<file path="config.mk">
export PLATFORM = sky130hd
export DESIGN_NAME = rs_chien_err_pos_collector
export DESIGN_NICKNAME = d
export VERILOG_FILES = /design/src/rtl/rs_chien_err_pos_collector.sv
export SDC_FILE = /design/constraint.sdc
export NUM_CORES = 1
export LEC_CHECK = 0
export ABC_CLOCK_PERIOD_IN_PS = 6900
export CAP_MARGIN = 30
export CORE_AREA = 10 10 134 167
export DETAILED_ROUTE_END_ITERATION = 10
export DIE_AREA = 0 0 144 177
export GPL_TIMING_DRIVEN = 0
export PLACE_DENSITY = 0.63
export SETUP_SLACK_MARGIN = 0.05
export SLEW_MARGIN = 20
export SYNTH_ARGS = -nofsm -noshare
export SYNTH_HDL_FRONTEND = slang
export SYNTH_SLANG_ARGS = --single-unit
export TNS_END_PERCENT = 100
</file>
<file path="constraint.sdc">
create_clock -name aclk -period 6.9 [get_ports aclk]
set_clock_uncertainty 0.2 [all_clocks]
set_input_delay 1.38 -clock aclk [delete_from_list [all_inputs] [get_ports aclk]]
set_output_delay 1.38 -clock aclk [all_outputs]
set_load 0.005 [all_outputs]
</file>
<file path="src/rtl/rs_chien_err_pos_collector.sv">
// Chien-search error position collector: turns per-lane root hits into a
// compacted, discovery-ordered error position list with a decode-fail verdict.
module rs_chien_err_pos_collector #(
  parameter int SYMB_WIDTH      = 8,
  parameter int ROOTS_PER_CYCLE = 4,
  parameter int CYCLES_NUM      = 64,
  parameter int T_LEN           = 8
) (
  input  logic                                  aclk,
  input  logic                                  aresetn,
  input  logic                                  eval_vld,
  input  logic                                  start,
  input  logic [ROOTS_PER_CYCLE*SYMB_WIDTH-1:0] alpha_idx,
  input  logic [ROOTS_PER_CYCLE-1:0]            root_hit,
  input  logic [$clog2(T_LEN+1)-1:0]            err_deg,
  output logic                                  pos_vld,
  input  logic                                  pos_rdy,
  output logic [T_LEN*SYMB_WIDTH-1:0]           err_pos,
  output logic [$clog2(T_LEN+2)-1:0]            err_cnt,
  output logic                                  decode_fail,
  output logic                                  busy
);

  localparam int N      = 2**SYMB_WIDTH - 1;
  localparam int DEG_W  = $clog2(T_LEN+1);
  localparam int CNT_W  = $clog2(T_LEN+2);
  localparam int BEAT_W = (CYCLES_NUM > 1) ? $clog2(CYCLES_NUM) : 1;
  localparam logic [SYMB_WIDTH-1:0] N_SYM = SYMB_WIDTH'(N);

  typedef enum logic [1:0] {
    S_IDLE    = 2'd0,
    S_COLLECT = 2'd1,
    S_HOLD    = 2'd2
  } state_t;

  // Index 0 maps to position 0; otherwise position is N - index.
  function automatic logic [SYMB_WIDTH-1:0] f_pos(input logic [SYMB_WIDTH-1:0] a);
    return (a == {SYMB_WIDTH{1'b0}}) ? {SYMB_WIDTH{1'b0}} : (N_SYM - a);
  endfunction

  state_t                       r_state;
  state_t                       w_state_nxt;
  logic [BEAT_W-1:0]            r_beat_cnt;
  logic [BEAT_W-1:0]            w_beat_base;
  logic [BEAT_W-1:0]            w_beat_nxt;
  logic [DEG_W-1:0]             r_deg;
  logic [DEG_W-1:0]             w_deg_nxt;
  logic [T_LEN*SYMB_WIDTH-1:0]  r_err_pos;
  logic [T_LEN*SYMB_WIDTH-1:0]  w_pos_nxt;
  logic [CNT_W-1:0]             r_err_cnt;
  logic [CNT_W-1:0]             w_cnt_nxt;
  logic                         r_ovf;
  logic                         w_ovf_nxt;
  logic                         r_decode_fail;
  logic                         w_fail_nxt;
  logic                         w_dfail_nxt;
  logic                         r_pos_vld;
  logic                         r_busy;
  logic                         w_accept;
  logic                         w_proc;
  logic                         w_last;

  // Beat acceptance, in-beat compaction and next-value computation.
  always_comb begin : p_datapath
    int                    v_cnt;
    logic                  v_q;
    logic [SYMB_WIDTH-1:0] v_a;
    w_accept    = eval_vld & start &
                  ((r_state == S_IDLE) | ((r_state == S_HOLD) & pos_rdy));
    w_proc      = w_accept | ((r_state == S_COLLECT) & eval_vld);
    w_beat_base = w_accept ? {BEAT_W{1'b0}} : r_beat_cnt;
    w_last      = w_proc & (w_beat_base == BEAT_W'(CYCLES_NUM - 1));
    w_deg_nxt   = w_accept ? err_deg : r_deg;
    w_pos_nxt   = w_accept ? {(T_LEN*SYMB_WIDTH){1'b0}} : r_err_pos;
    w_ovf_nxt   = w_accept ? 1'b0 : r_ovf;
    v_cnt       = w_accept ? 32'sd0 : int'(r_err_cnt);
    v_q         = 1'b0;
    v_a         = {SYMB_WIDTH{1'b0}};
    // Lanes are walked low to high so each lands at the running slot index.
    for (int i = 0; i < ROOTS_PER_CYCLE; i++) begin
      v_a = alpha_idx[i*SYMB_WIDTH +: SYMB_WIDTH];
      v_q = w_proc & root_hit[i] & (v_a < N_SYM);
      for (int k = 0; k < T_LEN; k++) begin
        w_pos_nxt[k*SYMB_WIDTH +: SYMB_WIDTH] = (v_q && (v_cnt == k)) ?
            f_pos(v_a) : w_pos_nxt[k*SYMB_WIDTH +: SYMB_WIDTH];
      end
      w_ovf_nxt = w_ovf_nxt | (v_q & (v_cnt >= T_LEN));
      v_cnt     = v_cnt + (v_q ? 32'sd1 : 32'sd0);
    end
    w_cnt_nxt   = (v_cnt > T_LEN + 1) ? CNT_W'(T_LEN + 1) : CNT_W'(v_cnt);
    w_fail_nxt  = w_ovf_nxt | (int'(w_cnt_nxt) != int'(w_deg_nxt));
    w_dfail_nxt = w_last ? w_fail_nxt : (w_accept ? 1'b0 : r_decode_fail);
    w_beat_nxt  = !w_proc ? r_beat_cnt :
                  (w_last ? {BEAT_W{1'b0}} : (w_beat_base + {{(BEAT_W-1){1'b0}}, 1'b1}));
  end

  // Frame state transitions.
  always_comb begin
    w_state_nxt = r_state;
    case (r_state)
      S_IDLE, S_COLLECT: begin
        w_state_nxt = w_proc ? (w_last ? S_HOLD : S_COLLECT) : r_state;
      end
      S_HOLD: begin
        w_state_nxt = w_proc ? (w_last ? S_HOLD : S_COLLECT) :
                      (pos_rdy ? S_IDLE : S_HOLD);
      end
      default: begin
        w_state_nxt = S_IDLE;
      end
    endcase
  end

  // State and frame registers.
  always_ff @(posedge aclk or negedge aresetn) begin
    if (!aresetn) begin
      r_state       <= S_IDLE;
      r_beat_cnt    <= {BEAT_W{1'b0}};
      r_deg         <= {DEG_W{1'b0}};
      r_err_pos     <= {(T_LEN*SYMB_WIDTH){1'b0}};
      r_err_cnt     <= {CNT_W{1'b0}};
      r_ovf         <= 1'b0;
      r_decode_fail <= 1'b0;
      r_pos_vld     <= 1'b0;
      r_busy        <= 1'b0;
    end else begin
      r_state       <= w_state_nxt;
      r_beat_cnt    <= w_beat_nxt;
      r_deg         <= w_deg_nxt;
      r_err_pos     <= w_pos_nxt;
      r_err_cnt     <= w_cnt_nxt;
      r_ovf         <= w_ovf_nxt;
      r_decode_fail <= w_dfail_nxt;
      r_pos_vld     <= (w_state_nxt == S_HOLD);
      r_busy        <= (w_state_nxt != S_IDLE);
    end
  end

  assign pos_vld     = r_pos_vld;
  assign busy        = r_busy;
  assign err_pos     = r_err_pos;
  assign err_cnt     = r_err_cnt;
  assign decode_fail = r_decode_fail;

endmodule

</file>
==> results of run 1 <==
-- critical path, stage by stage --
cell	delay (ps)
clkdlybuf4s50_1	480
and3b_1	230
nand2_1	200
clkbuf_2	300
nand2_1	170
inv_1	140
ha_2	280
ha_1	350
ha_1	240
clkbuf_1	210
xnor2_2	360
xor2_2	410
nand4_1	220
a21o_1	240
buf_6	150
or4_1	460
buf_2	170
and4_4	150
buf_6	130
a221o_1	350
-- cell families (layout without fill, tap and decap cells) --
| kind of cell | count (synthesis) | after routing | share of synthesized area, % |
|---|---|---|---|
| flops | 84 | 84 | 32.0 |
| buf+inv | 72 | 211 | 4.82 |
| xor+xnor | 15 | 15 | 2.34 |
| simple gates | 373 | 373 | 27.8 |
| fa+ha+maj | 9 | 9 | 1.71 |
| mux | 28 | 28 | 4.74 |
| compound gates | 233 | 233 | 26.6 |
-- timing repair --
action / in CTS / in global routing
endpoints found under the setup margin: 64 / 64
pin swaps: 0 / 2
hold endpoints to repair: 0 / 0
setup buffers: 0 / 2
gates resized for setup: 8 / 3
-- final timing paths --
| check | start | to | slack [ps] |
|---|---|---|---|
| worst max-delay path | start | err_pos[11]$_DFFE_PN0P_ | 310 |
| worst min-delay path | r_beat_cnt[5]$_DFFE_PN0N_ | r_beat_cnt[5]$_DFFE_PN0N_ | 290 |
| worst max register to register | r_state[0]$_DFF_PN0_ | err_pos[11]$_DFFE_PN0P_ | 1410 |
| worst min register to register | r_beat_cnt[5]$_DFFE_PN0N_ | r_beat_cnt[5]$_DFFE_PN0N_ | 290 |
| max in group asynchronous | aresetn | err_pos[56]$_DFFE_PN0P_ | 5120 |
| min in group asynchronous | aresetn | err_cnt[0]$_DFF_PN0_ | 750 |
-- metrics by stage --
| step | setup slack (ps) | cells | setup TNS (ps) |
|---|---|---|---|
| after CTS | 51.5 | 1184 | 0 |
| after global routing | 50.4 | 1189 | 0 |
| after global placement | -819 | 1165 | -36030 |
| after floorplan | 882 | 814 | 0 |
| final | 307 | 1189 | 0 |
| after detailed placement | -833 | 1168 | -36370 |
-- area by class of cell --
type	instances	share of cell area [%]
timing repair buffer	124	14.5
tap	236	3.50
multi-input combinational	658	49.9
clock inverter	6	0.622
sequential	84	24.9
inverter	10	0.444
clock buffer	10	2.83
buffer	61	3.29
-- flip-flops by register name, summed over array words and instances, names as in the netlist --
| register | cells |
|---|---|
| busy | 1 |
| decode_fail | 1 |
| err_cnt | 4 |
| err_pos | 64 |
| pos_vld | 1 |
| r_beat_cnt | 6 |
| r_deg | 4 |
| r_ovf | 1 |
| r_state | 2 |
-- metal layers --
layer | share of wire [%] | routed length [um] | global-route usage [%] | up-vias
met2 | 48 | 11900 | 30.7 | 288
met3 | 7.1 | 1780 | 3.11 | 40
li1 | - | - | - | 3340
met5 | 0 | 0 | 0 | -
met1 | 43 | 10800 | 25.1 | 3411
met4 | 2.3 | 587 | 6.39 | 0
-- cells in the final DEF, fill, tap and decap left out, types with 5 or more instances in the layout --
master,count
and3_1,18
nand3_1,20
xor2_1,5
nand4_1,12
xnor2_1,7
a21oi_1,39
or2_2,11
a221o_1,64
nor3_1,27
buf_4,7
nor3b_1,6
mux2_2,25
o21ai_0,31
clkdlybuf4s50_1,114
buf_2,7
a31oi_1,27
nor4_1,9
ha_1,7
inv_1,10
dfrtp_1,84
or3_1,9
nor2_1,143
clkbuf_1,45
clkbuf_16,9
a211oi_1,33
nand2_1,78
nand2b_1,10
-- power breakdown --
group	switching, mW	total, mW	internal, mW
clock	0.228	0.489	0.260
combinational	0.801	1.64	0.843
sequential	0.144	0.853	0.708
==> metrics.cfg, run 1 <==
[global_routing]
grt.overflow.total=0
grt_pass1_wl_um=37700
antenna_found_initial=0
grt_usage_pct=19.0
grt_max_degree=54
grt_pass1_vias=6606

[yosys]
synth_top_area_share_pct=32.0
ys_ff_latch=84
syn-num-nets=868
synth_edf_count=0
syn-mean-instance-area_um2=8.08
ys_top_cells_by_count=143 x nor2_1, 84 x dfrtp_1, 78 x nand2_1
yosysWarnings=0
async_reset_ff_share_pct=100
synth.distinct_cells=65
synth_area_leaders=dfrtp_1 32%, a221o_1 9.7%, nor2_1 8.2%, nand2_1 4.5%, mux2_2 4.3%
synth_top_area_cell=dfrtp_1
synth_area_mm2=0.00657
synthCells=814
yosysMostFrequentCell=nor2_1
synth_flop_cell=dfrtp_1
ys_seq_area_share_pct=32.0

[status]
outcome=completed

[sta]
rsz0062_at_grt=no
final-setup-viol-count=0
finalHoldViolations=0
tightest_slew_ps=994
max_slew_margin_pct=33.3
max_freq_ghz=0.152
timing.hold.ws_ps=286
timing.final.crit_share_pct=95.5
drv_slew=0
post-route-min-period_ps=6590

[clocking]
cts_max_path_buffers=2
h-tree-depth=3
cts_buffers=9
cts_tree=yes
holdBufCountCts=0
clkLatencyLatePin_ps=360
clk_pin_slew_ps=70
clock-sinks=84
cts-root-buf=clkbuf_16

[route]
ant_nets=0
routed_wl_um=25100
vias=7079
dr.first_iter.drc_count=786
firstDrtPassIters=8
remaining_drc_errors=0
wl_per_cell_um=21.1
viasPerCell=5.95

[setup_path]
cp_max_fo=10
rr_worst_depth=19
crit_type=primary input to register
worst_setup_path_start_kind=primary input
cp.required_ps=6940
cp.arrival_ps=6630
end_kind=register

[pwr]
power.density_mw_per_mm2=354
leakagePower_nw=3.30
power_mw=2.99
ir_worst_vdd_uv=144

[floorplanning]
coreArea_mm2=0.0192
die_area_mm2=0.0255
ios=116
fp.dieH_um=177
die_x_um=144
initial_core_util_pct=34.3
rows=57

[min_path]
hp-class=register to register
worstHoldPathCells=1

[cells_and_area]
seq_area_mm2=0.00210
multi_input_area_mm2=0.00422
fin_util_pct=44.0
fill_cells=1932
area.growth.synth_to_final_pct=28.5
postLayoutCellArea_mm2=0.00845
diodes=0
nets=1002
layout-drive-gt1-share_pct=10.3

[run]
maxCapViolations=0

[placement]
place.gp.congestion=0.975
post-dp-hpwl_um=18700
dpl_cell_area_mm2=0.00806
port_buffers=115

No activity file was read; power rests on OpenSTA's default activity.
==> inputs of run 2 (changes only) <==
- MAX_ROUTING_LAYER: unset -> met4
==> metrics.cfg, run 2 (synthesized netlist as in run 1, its figures left out) <==
[floorplanning]
die_x_um=144  ; unchanged
fp.dieH_um=177  ; unchanged
die_area_mm2=0.0255  ; unchanged
initial_core_util_pct=34.3  ; unchanged
coreArea_mm2=0.0192  ; unchanged
rows=57  ; unchanged
ios=116  ; unchanged

[clocking]
clock-sinks=84  ; unchanged
cts_max_path_buffers=2  ; unchanged
h-tree-depth=3  ; unchanged
cts-root-buf=clkbuf_16  ; unchanged
clkLatencyLatePin_ps=350  ; was 360 ps
cts_buffers=9  ; unchanged
post-cts-setup-buffers=0  ; unchanged
cts_tree=yes  ; unchanged
clk_pin_slew_ps=60  ; was 70 ps

[route]
ant_nets=0  ; unchanged
vias=7042  ; was 7079
remaining_drc_errors=0  ; unchanged
wl_per_cell_um=21.4  ; was 21.1 um
firstDrtPassIters=5  ; was 8
dr.first_iter.drc_count=858  ; was 786
viasPerCell=5.93  ; was 5.95
routed_wl_um=25400  ; was 25100 um

[cells_and_area]
layout.cells.non_filler=1187  ; was 1189
fin_util_pct=44.0  ; about the same
final_cell_mix=143 x nor2_1, 114 x clkdlybuf4s50_1, 84 x dfrtp_1  ; unchanged
nets=1000  ; was 1002
diodes=0  ; unchanged
multi_input_area_mm2=0.00423  ; was 0.00422 mm^2
seq_area_mm2=0.00210  ; unchanged
area.growth.synth_to_final_pct=28.3  ; was 28.5%
largest_register_ffs=64  ; unchanged
postLayoutCellArea_mm2=0.00843  ; was 0.00845 mm^2
layout-drive-gt1-share_pct=10.4  ; was 10.3%
final_common_cell=nor2_1  ; unchanged
fill_cells=1920  ; was 1932

[pwr]
ir_worst_vdd_uv=137  ; was 144 uV
leakagePower_nw=3.26  ; was 3.30 nW
power.density_mw_per_mm2=353  ; was 354 mW/mm^2
power_mw=2.98  ; was 2.99 mW

[setup_path]
r2r-start=r_state[0]$_DFF_PN0_  ; unchanged
worst-path-buf-inv=5  ; was 7
cp_max_fo=10  ; unchanged
path_cells=clkdlybuf4s50_1 > o21ai_0 > a21o_1 > clkbuf_2 > nor2_1 > ha_4 > ha_2 > ha_1 > ha_2 > a21boi_0 > o21ai_0 > a21boi_0 > o21ai_0 > a22oi_2 > a21o_1 > buf_6 > or4_1 > buf_2 > and4_4 > buf_6 > a221o_1  ; was clkdlybuf4s50_1 > and3b_1 > nand2_1 > clkbuf_2 > nand2_1 > inv_1 > ha_2 > ha_1 > ha_1 > clkbuf_1 > xnor2_2 > xor2_2 > nand4_1 > a21o_1 > buf_6 > or4_1 > buf_2 > and4_4 > buf_6 > a221o_1
reg2reg_to=err_pos[9]$_DFFE_PN0P_  ; was err_pos[11]$_DFFE_PN0P_
cp.required_ps=6930  ; was 6940 ps
r2r_slack_ps=1370  ; was 1410 ps
crit_type=primary input to register  ; unchanged
cp.arrival_ps=6640  ; was 6630 ps
end_kind=register  ; unchanged
critical-path-top-delay-family=compound AO/OA/AOI/OAI gates  ; was buffers and inverters
slowest_stage=clkdlybuf4s50_1  ; unchanged
rr_worst_depth=20  ; was 19
cp_common_cell=o21ai_0
critPathLaunch=start  ; unchanged
slowest_delay_ps=550  ; was 480 ps
worst_setup_path_start_kind=primary input  ; unchanged

[placement]
port_buffers=115  ; unchanged
post-dp-hpwl_um=18900  ; was 18700 um
placedCellCount=1167  ; was 1168
place_worst_setup_slack_ps=-960  ; was -833 ps
dpl_cell_area_mm2=0.00805  ; was 0.00806 mm^2
place.gp.congestion=0.991  ; was 0.975

[run]
maxCapViolations=0  ; unchanged

[global_routing]
grt_usage_pct=19.7  ; was 19.0%
grt_pass1_vias=6697  ; was 6606
grt_max_degree=44  ; was 54
grt.overflow.total=0  ; unchanged
grt_pass1_wl_um=38200  ; was 37700 um
antenna_found_initial=0  ; unchanged

[sta]
setup_slack_ps=288  ; was 307 ps
finalHoldViolations=0  ; unchanged
timing.final.crit_share_pct=95.8  ; was 95.5%
max_slew_margin_pct=33.8  ; was 33.3%
drv_slew=0  ; unchanged
post-route-min-period_ps=6610  ; was 6590 ps
final-setup-viol-count=0  ; unchanged
max_freq_ghz=0.151  ; was 0.152 GHz
rsz0062_at_grt=no  ; unchanged
tightest_slew_ps=989  ; was 994 ps

[status]
outcome=completed  ; unchanged

[min_path]
worstHoldPathCells=2  ; was 1
hp-class=register to register  ; unchanged
hold_end=r_deg[2]$_DFF_PN0_  ; was r_beat_cnt[5]$_DFFE_PN0N_
hold_start=r_deg[2]$_DFF_PN0_  ; was r_beat_cnt[5]$_DFFE_PN0N_

[run 2: changes by cell type in the layout (fill, tap and decap cells not counted), sizes merged]
| cell | before | now |
|---|---|---|
| clkinvlp | 0 | 3 |
| buf | 22 | 20 |
| inv | 14 | 11 |
[run 2: area by class of cell]
| class | count | area share [%] |
|---|---|---|
| tap | 236 | 3.50 |
| sequential | 84 | 24.9 |
| buffer | 61 | 3.34 |
| multi-input combinational | 658 | 50.2 |
| clock buffer | 10 | 2.72 |
| inverter | 10 | 0.445 |
| clock inverter | 6 | 0.579 |
| timing repair buffer | 122 | 14.3 |
[run 2: worst max path at each step]
stage / end / slack [ps] / cells after the start
detailed placement: err_pos[55]$_DFFE_PN0P_ / -960 / 21
global route: err_pos[10]$_DFFE_PN0P_ / 70 / 21
global placement: err_pos[55]$_DFFE_PN0P_ / -930 / 21
finish: err_pos[9]$_DFFE_PN0P_ / 290 / 21
CTS: err_pos[9]$_DFFE_PN0P_ / 100 / 23
floorplan: err_pos[10]$_DFFE_PN0P_ / 880 / 22
[run 2: report_power, final]
part | internal, mW | total, mW | switching [mW]
Combinational | 0.849 | 1.66 | 0.812
Clock | 0.246 | 0.463 | 0.217
Sequential | 0.708 | 0.853 | 0.144
Total | 1.80 | 2.98 | 1.17
[run 2: routing by layer]
layer | track usage, % | share of wire, % | vias to the layer above
met2 | 32.0 | 48 | 297
met1 | 24.6 | 43 | 3384
li1 | - | - | 3327
met5 | - | 0 | -
met4 | 6.27 | 2.1 | 0
met3 | 2.98 | 6.7 | 34
[run 2: stage by stage]
| step | hold WS [ps] | TNS (ps) |
|---|---|---|
| after detailed placement | 278 | -43370 |
| after floorplan | 246 | 0 |
| final | 294 | 0 |
| after global placement | 272 | -42660 |
| after CTS | 295 | 0 |
| after global routing | 319 | 0 |
[run 2: worst min-delay path, stage by stage, from the launching register on]
cell	delay, ps
dfrtp_1	320
nand2_1	40
nand2_1	90
[run 2: repair_timing]
action                                  in CTS  in global routing
pin swaps                                    0                  1
endpoints found under the setup margin      64                 62
gates resized for setup                      9                  9
hold buffers                                 0                  0
==> inputs of run 3 (changes only) <==
- CAP_MARGIN: 30 -> 20
==> metrics.cfg, run 3 (synthesized netlist as in run 1, its figures left out) <==
[status]
outcome=completed  ; unchanged

[route]
remaining_drc_errors=0  ; unchanged
viasPerCell=6.01  ; was 5.93
firstDrtPassIters=6  ; was 5
wl_per_cell_um=21.6  ; was 21.4 um
dr.first_iter.drc_count=843  ; was 858
routed_wl_um=25600  ; was 25400 um
ant_nets=0  ; unchanged
vias=7115  ; was 7042

[sta]
timing.final.crit_share_pct=94.8  ; was 95.8%
post-route-min-period_ps=6540  ; was 6610 ps
max_freq_ghz=0.153  ; was 0.151 GHz
tns_ps=0  ; unchanged
drv_slew=0  ; unchanged
timing.hold.ws_ps=291  ; was 294 ps
max_slew_margin_pct=22.9  ; was 33.8%
finalHoldViolations=0  ; unchanged
final-setup-viol-count=0  ; unchanged
tightest_slew_ps=1150  ; was 989 ps
rsz0062_at_grt=no  ; unchanged

[pwr]
clkPwrFrac_pct=15.6  ; about the same
ir_worst_vdd_uv=149  ; was 137 uV
switching_share_pct=39.5  ; was 39.4%
power_frac_seq_pct=28.7  ; about the same
combPwrFrac_pct=55.7  ; was 55.8%
p_switching_mw=1.17  ; about the same
p_int_mw=1.80  ; about the same
power_mw=2.97  ; was 2.98 mW
leakagePower_nw=3.25  ; was 3.26 nW
power.density_mw_per_mm2=353  ; about the same

[global_routing]
grt.overflow.total=0  ; unchanged
met3_usage_pct=3.25  ; was 2.98%
antenna_found_initial=0  ; unchanged
grt_max_degree=44  ; unchanged
grt-busiest-layer=met2  ; unchanged
grt_pass1_wl_um=38000  ; was 38200 um
gr-usage-met1_pct=24.9  ; was 24.6%
grt_usage_pct=19.7  ; about the same
grt_use_met2_pct=31.6  ; was 32.0%
grt_pass1_vias=6676  ; was 6697

[cells_and_area]
nets=996  ; was 1000
largest_register_ffs=64  ; unchanged
fill_cells=1901  ; was 1920
area.growth.synth_to_final_pct=28.0  ; was 28.3%
final_cell_mix=143 x nor2_1, 114 x clkdlybuf4s50_1, 84 x dfrtp_1  ; unchanged
layout-drive-gt1-share_pct=10.2  ; was 10.4%
diodes=0  ; unchanged
final_common_cell=nor2_1  ; unchanged
seq_area_mm2=0.00210  ; unchanged
multi_input_area_mm2=0.00424  ; was 0.00423 mm^2

[setup_path]
worst_setup_path_start_kind=primary input  ; unchanged
cp.required_ps=6930  ; about the same
cp_max_fo=10  ; unchanged
crit_type=primary input to register  ; unchanged
slowest_stage=clkdlybuf4s50_1  ; unchanged
slowest_delay_ps=480  ; was 550 ps
end_kind=register  ; unchanged
cp.arrival_ps=6570  ; was 6640 ps
path_cells=clkdlybuf4s50_1 > nand2b_1 > nand2_2 > clkbuf_4 > nand2_1 > inv_1 > ha_2 > ha_2 > ha_1 > clkbuf_1 > o21ai_1 > a21oi_1 > o211a_1 > o21ai_0 > nand4_1 > a21o_1 > buf_6 > or4_1 > buf_2 > and4_4 > buf_6 > a221o_1  ; was clkdlybuf4s50_1 > o21ai_0 > a21o_1 > clkbuf_2 > nor2_1 > ha_4 > ha_2 > ha_1 > ha_2 > a21boi_0 > o21ai_0 > a21boi_0 > o21ai_0 > a22oi_2 > a21o_1 > buf_6 > or4_1 > buf_2 > and4_4 > buf_6 > a221o_1

[floorplanning]
die_area_mm2=0.0255  ; unchanged
ios=116  ; unchanged
initial_core_util_pct=34.3  ; unchanged
rows=57  ; unchanged
die_x_um=144  ; unchanged
coreArea_mm2=0.0192  ; unchanged
fp.dieH_um=177  ; unchanged

[clocking]
cts_max_path_buffers=2  ; unchanged
clkLatencyLatePin_ps=350  ; about the same
clock-sinks=84  ; unchanged
cts_buffers=9  ; unchanged
h-tree-depth=3  ; unchanged
cts-root-buf=clkbuf_16  ; unchanged
cts_tree=yes  ; unchanged
holdBufCountCts=0  ; unchanged
clk_pin_slew_ps=60  ; about the same

[min_path]
hp-class=register to register  ; unchanged

[placement]
place.gp.congestion=0.991  ; unchanged
post-dp-hpwl_um=18800  ; was 18900 um
port_buffers=115  ; unchanged

[run]
maxCapViolations=0  ; unchanged

## run 3: layout make-up
class	instances	share of cell area, %
Buffer	61	3.35
Tap cell	236	3.51
Clock inverter	6	0.580
Multi-Input combinational cell	658	50.4
Timing Repair Buffer	118	14.1
Sequential cell	84	25.0
Clock buffer	10	2.72
Inverter	10	0.446
## run 3: timing repair
item,in CTS,in global routing
resized for setup,11,8
endpoints found under the setup margin,64,64
buffers inserted,2,0
pin swaps,1,1
## run 3: critical path: cells and delay by family
family                     cells  cell delay, ps
and+or+nand+nor                6            1380
AOI/OAI and AO/OA              6            1380
buffers and inverters          7            1530
adders and majority gates      3             870
## run 3: path summary, 6_finish.rpt
path,startpoint,end,slack [ps],cells past startpoint
min,r_deg[2]$_DFF_PN0_,r_deg[2]$_DFF_PN0_,290,2
max,pos_rdy,err_pos[12]$_DFFE_PN0P_,360,22
min in group asynchronous,aresetn,r_deg[1]$_DFF_PN0_,810,1
min reg2reg,r_deg[2]$_DFF_PN0_,r_deg[2]$_DFF_PN0_,290,2
max reg2reg,r_state[0]$_DFF_PN0_,err_pos[12]$_DFFE_PN0P_,1460,21
max in group asynchronous,aresetn,err_pos[55]$_DFFE_PN0P_,5060,2
## run 3: stage by stage
step / std cells / cell area [um^2] / utilization, % / worst slack [ps]
4_1_cts: 1184 / 8400 / 43.8 / 83.2
2_1_floorplan: 814 / 6570 / - / 882
6_report: 1183 / 8420 / 43.9 / 360
3_3_place_gp: 1165 / 8020 / 41.8 / -931
3_5_place_dp: 1166 / 8040 / 41.9 / -916
5_1_grt: 1183 / 8420 / 43.9 / 101
## run 3: routing by layer
layer / routed length [um] / vias to the layer above / share of wire, %
met3: 1910 / 53 / 7.5
met4: 654 / 0 / 2.6
li1: - / 3318 / -
met1: 10900 / 3424 / 43
met5: 0 / - / 0
met2: 12100 / 320 / 47
## run 3: power groups by stage
stage               combinational, mW  sequential, mW  clock [mW]
finish                           1.65           0.853       0.464
floorplan                       0.909           0.844           0
global placement                 1.59           0.864           0
detailed placement               1.61           0.859           0
global route                     1.79           0.879       0.492
CTS                              1.65           0.854       0.473
